[src/rtl/video_timing_driver.sv]
// Raster timing generator: runs the h/v counters, issues pixel positions PIX_LAT
// cycles ahead of active video and gates the returned pixel onto video_rgb.
module video_timing_driver #(
  parameter logic [10:0] H_SYNC   = 11'd40,
  parameter logic [10:0] H_BACK   = 11'd220,
  parameter logic [10:0] H_DISP   = 11'd1280,
  parameter logic [10:0] H_FRONT  = 11'd110,
  parameter logic [10:0] V_SYNC   = 11'd5,
  parameter logic [10:0] V_BACK   = 11'd20,
  parameter logic [10:0] V_DISP   = 11'd720,
  parameter logic [10:0] V_FRONT  = 11'd5,
  parameter int          PIX_LAT  = 1,
  parameter logic        SYNC_POL = 1'b1
) (
  input  logic        pixel_clk,
  input  logic        sys_rst_n,
  input  logic [23:0] pixel_data,
  output logic [10:0] pixel_xpos,
  output logic [10:0] pixel_ypos,
  output logic        data_req,
  output logic        video_hs,
  output logic        video_vs,
  output logic        video_de,
  output logic [23:0] video_rgb,
  output logic        frame_start
);

  localparam logic [10:0] H_TOTAL = H_SYNC + H_BACK + H_DISP + H_FRONT;
  localparam logic [10:0] V_TOTAL = V_SYNC + V_BACK + V_DISP + V_FRONT;
  localparam logic [10:0] HS_ST   = H_SYNC + H_BACK;
  localparam logic [10:0] HS_END  = HS_ST + H_DISP;
  localparam logic [10:0] VS_ST   = V_SYNC + V_BACK;
  localparam logic [10:0] VS_END  = VS_ST + V_DISP;
  localparam logic [10:0] LAT     = 11'(PIX_LAT);
  localparam logic [10:0] REQ_ST  = HS_ST - LAT;
  localparam logic [10:0] REQ_END = HS_END - LAT;

  logic        running;
  logic [10:0] h_cnt;
  logic [10:0] v_cnt;
  logic [10:0] h_nxt;
  logic [10:0] v_nxt;
  logic        v_act_nxt;
  logic        req_nxt;

  // The counters hold at (0,0) on the first edge after reset so that edge
  // presents position (0,0); every later edge advances one position.
  always_comb begin
    h_nxt = h_cnt;
    v_nxt = v_cnt;
    if (running) begin
      if (h_cnt == H_TOTAL - 11'd1) begin
        h_nxt = '0;
        v_nxt = (v_cnt == V_TOTAL - 11'd1) ? '0 : v_cnt + 11'd1;
      end else begin
        h_nxt = h_cnt + 11'd1;
      end
    end
    v_act_nxt = (v_nxt >= VS_ST) && (v_nxt < VS_END);
    req_nxt   = v_act_nxt && (h_nxt >= REQ_ST) && (h_nxt < REQ_END);
  end

  always_ff @(posedge pixel_clk) begin
    if (!sys_rst_n) begin
      running     <= 1'b0;
      h_cnt       <= '0;
      v_cnt       <= '0;
      video_hs    <= ~SYNC_POL;
      video_vs    <= ~SYNC_POL;
      video_de    <= 1'b0;
      data_req    <= 1'b0;
      pixel_xpos  <= '0;
      pixel_ypos  <= '0;
      frame_start <= 1'b0;
    end else begin
      running     <= 1'b1;
      h_cnt       <= h_nxt;
      v_cnt       <= v_nxt;
      video_hs    <= (h_nxt < H_SYNC) ? SYNC_POL : ~SYNC_POL;
      video_vs    <= (v_nxt < V_SYNC) ? SYNC_POL : ~SYNC_POL;
      video_de    <= v_act_nxt && (h_nxt >= HS_ST) && (h_nxt < HS_END);
      data_req    <= req_nxt;
      pixel_xpos  <= req_nxt ? h_nxt - REQ_ST : '0;
      pixel_ypos  <= req_nxt ? v_nxt - VS_ST : '0;
      frame_start <= (h_nxt == '0) && (v_nxt == '0);
    end
  end

  assign video_rgb = video_de ? pixel_data : '0;

endmodule
[config.mk]
export PLATFORM = sky130hd
export DESIGN_NAME = video_timing_driver
export DESIGN_NICKNAME = d
export VERILOG_FILES = /design/src/rtl/video_timing_driver.sv
export SDC_FILE = /design/constraint.sdc
export NUM_CORES = 1
export LEC_CHECK = 0
export BUFFER_PORTS_ARGS = -buffer_cell sky130_fd_sc_hd__buf_2
export CAP_MARGIN = 20
export CELL_PAD_IN_SITES_DETAIL_PLACEMENT = 0
export CELL_PAD_IN_SITES_GLOBAL_PLACEMENT = 1
export CORE_UTILIZATION = 37
export CTS_BUF_LIST = sky130_fd_sc_hd__clkbuf_16
export DETAILED_ROUTE_END_ITERATION = 16
export GPL_ROUTABILITY_DRIVEN = 0
export PLACE_DENSITY_LB_ADDON = 0.1
export SYNTH_ARGS = -nofsm -noshare
export SYNTH_HDL_FRONTEND = slang
export SYNTH_SLANG_ARGS = --single-unit
[constraint.sdc]
create_clock -name pixel_clk -period 2.8 [get_ports pixel_clk]
set_input_delay 0.42 -clock pixel_clk [delete_from_list [all_inputs] [get_ports pixel_clk]]
set_output_delay 0.42 -clock pixel_clk [all_outputs]
set_load 0.02 [all_outputs]
==> impl_metrics.yaml <==
status:
  outcome: "completed"
sta:
  finalMaxSlewViolations: 0
  setup-violations-final: 0
  min_period_ps: 2682
  fin_skew_ps: 5.085
  maxSlewHeadroom_pct: 64.30
  hold_violations: 0
  post-route-period-util_pct: 95.78
  max_slew.worst_pin.slew_ps: 527.2
  max_freq_ghz: 0.3729
die:
  num_rows: 34
  chipWidth_um: 98.86
  core-area_mm2: 0.008891
  die_h_um: 98.86
  start_util_pct: 39.04
  die_area_mm2: 0.009772
  pin_count: 77
synthesis:
  synth_flop_cell: "dfxtp_1"
  ys_types: 70
  yosysSeqAreaShare_pct: 28.84
  postSynthCellCount: 416
  synth-seq-cells: 50
  asyncSetResetFlopFracSynth_pct: 0
  synth_area_per_cell_um2: 8.343
  synth_area_mm2: 0.003471
  synth_edf_count: 0
  yosys_warnings: 0
  syn_nets: 451
setup_path:
  worstPathArrival_ps: 2880
  crit_fanout: 23
  r2r-start: "h_cnt[2]"
  start_kind: "register"
  end_kind: "register"
  critPathLaunch: "h_cnt[2]"
  critPathKind: "register to register"
  crit_required_ps: 2990
  r2r_cells: 10
layout:
  fin_nets: 565
  seqCellArea_mm2: 0.001005
  design_area_mm2: 0.004537
  post-route-util_pct: 51.03
  layout-drive-gt1-share_pct: 37.29
  antennaDiodeCount: 0
  syn_to_final_growth_pct: 30.71
  fill_cells: 862
  layout_commonest_cell: "buf_2"
  multi_input_area_mm2: 0.002338
  final_cell_mix: "buf_2 (76), buf_4 (58), dfxtp_1 (47)"
clock_network:
  insertion_delay_ps: 290
  cts_max_level: 2
  clk_pin_slew_worst_paths_ps: 70
  cts_inserted_buffers: 5
  cts.sinks: 50
  root_buffer: "clkbuf_16"
  cts_tree: "built"
  cts_buffer_depth: 2
route:
  wl_per_cell_um: 16.60
  highest_layer: "met4"
  drt_iter0_markers: 181
  drc_errors: 0
  routed_wl_mm: 10.61
  vias: 3548
  dr.pass1.iters: 5
  wl_met1_mm: 4.974
  dr_wl_met2_mm: 4.700
  vias_per_cell: 5.552
  route.met3.wl_um: 858
  ant_nets: 0
pwr:
  ir_drop_mv: 0.2430
  p_per_area_mw_per_mm2: 349.8
  p_total_mw: 1.587
  total_leakage_power_nw: 2.009
worst_hold_path:
  hp-class: "input pin to register"
  whs_path_depth: 1
  min_from: "sys_rst_n"
place:
  placed_cell_area_mm2: 0.004260
  hpwl_mm: 8.228
  port_buffers: 76
grt:
  grt_antenna_before_repair: 0
  grt_remaining_overflow: 0
  grt_max_degree: 26
  grt_usage_pct: 21.90
  grt_pass1_wl_mm: 16.88
  grt_pass1_vias: 3251
run:
  maxCapViolations: 0
[registers in the layout, indices dropped and copies added (netlist names), 11 cells and up]
signal / count
h_cnt: 11
pixel_xpos: 11
pixel_ypos: 11
v_cnt: 11
[cell type report]
type | instances | share of cell area [%]
inverter | 11 | 0.9101
sequential | 50 | 22.15
clock inverter | 3 | 0.3585
multi-input combinational | 325 | 51.54
clock buffer | 5 | 2.758
tap | 108 | 2.978
timing repair buffer | 137 | 19.31
[power breakdown]
group / leakage, nW / internal (mW) / switching [mW] / total (mW)
logic: 1.54 / 0.122 / 0.143 / 0.266
clock network: 0.0672 / 0.327 / 0.265 / 0.592
registers: 0.405 / 0.721 / 0.00834 / 0.729
[worst max-delay path, cell delays in order (launching register included)]
cell and delay, ps:
dfxtp_1 350, nor4b_4 380, buf_4 190, nand3_1 130, buf_4 210, a31oi_1 380, buf_4 210, nand4b_1 150
o311ai_4 120, buf_12 200, nor4_2 260
[repair_timing]
item,4_1_cts,5_1_grt
pin swaps,0,3
endpoints found under the setup margin,16,25
endpoints found under the hold margin,0,0
buffers inserted,0,6
hold buffers,0,0
cloned,0,0
gates resized for setup,2,20
[logic make-up after synthesis]
logic type	count (synthesis)	share of synthesized area (%)
xor gates and xnor gates	26	6.561
buffers and inverters	41	6.272
AOI/OAI and AO/OA	81	17.41
DFF	50	28.84
muxes	2	0.5768
and+or+nand+nor	207	37.09
adders and majority gates	9	3.244
[per-stage QoR]
stage | cells | TNS [ps] | setup slack [ps] | hold slack, ps
6_report | 639 | 0 | 118.3 | 374.4
2_1_floorplan | 416 | 0 | 83.85 | 447.7
4_1_cts | 633 | 0 | 2.689 | 375.2
3_5_place_dp | 625 | -111.4 | -35.13 | 646.2
3_3_place_gp | 625 | 0 | 1.561 | 649.3
5_1_grt | 639 | -24.34 | -19.67 | 370.4
[worst paths after layout]
path,end,slack [ps]
worst min register to register,v_cnt[10],670
worst min-delay path,running,370
worst max-delay path,pixel_ypos[10],120
worst max register to register,pixel_ypos[10],120
[cell usage after synthesis (3+ instances only)]
library cell | instances | share of area [%]
dfxtp_1 | 50 | 29
nor2_1 | 37 | 4.0
and2_1 | 34 | 6.1
nand2_1 | 27 | 2.9
nor3_2 | 22 | 6.3
nand3_1 | 20 | 2.9
a21oi_1 | 15 | 2.2
xnor2_1 | 15 | 3.8
clkbuf_1 | 14 | 1.5
nor3_1 | 14 | 2.0
o21ai_0 | 13 | 1.9
xor2_1 | 11 | 2.8
inv_1 | 10 | 1.1
ha_1 | 9 | 3.2
and3_1 | 7 | 1.3
and4_1 | 7 | 1.8
a31oi_1 | 5 | 0.90
buf_4 | 5 | 1.1
buf_6 | 5 | 1.6
nand4_1 | 5 | 0.90
nand4b_1 | 5 | 1.3
nor4_1 | 5 | 0.90
o211ai_1 | 5 | 1.1
a21o_1 | 4 | 0.87
nand2b_1 | 4 | 0.72
o2111ai_1 | 4 | 1.0
o22ai_1 | 4 | 0.72
a211oi_1 | 3 | 0.65
buf_2 | 3 | 0.43
clkbuf_2 | 3 | 0.43
[per-layer routing]
layer,track usage [%],vias up
met2,35.56,175
met5,0,-
li1,-,1743
met4,4.363,0
met3,4.681,8
met1,29.91,1622
Note: power is estimated with default switching activity, not from simulation.
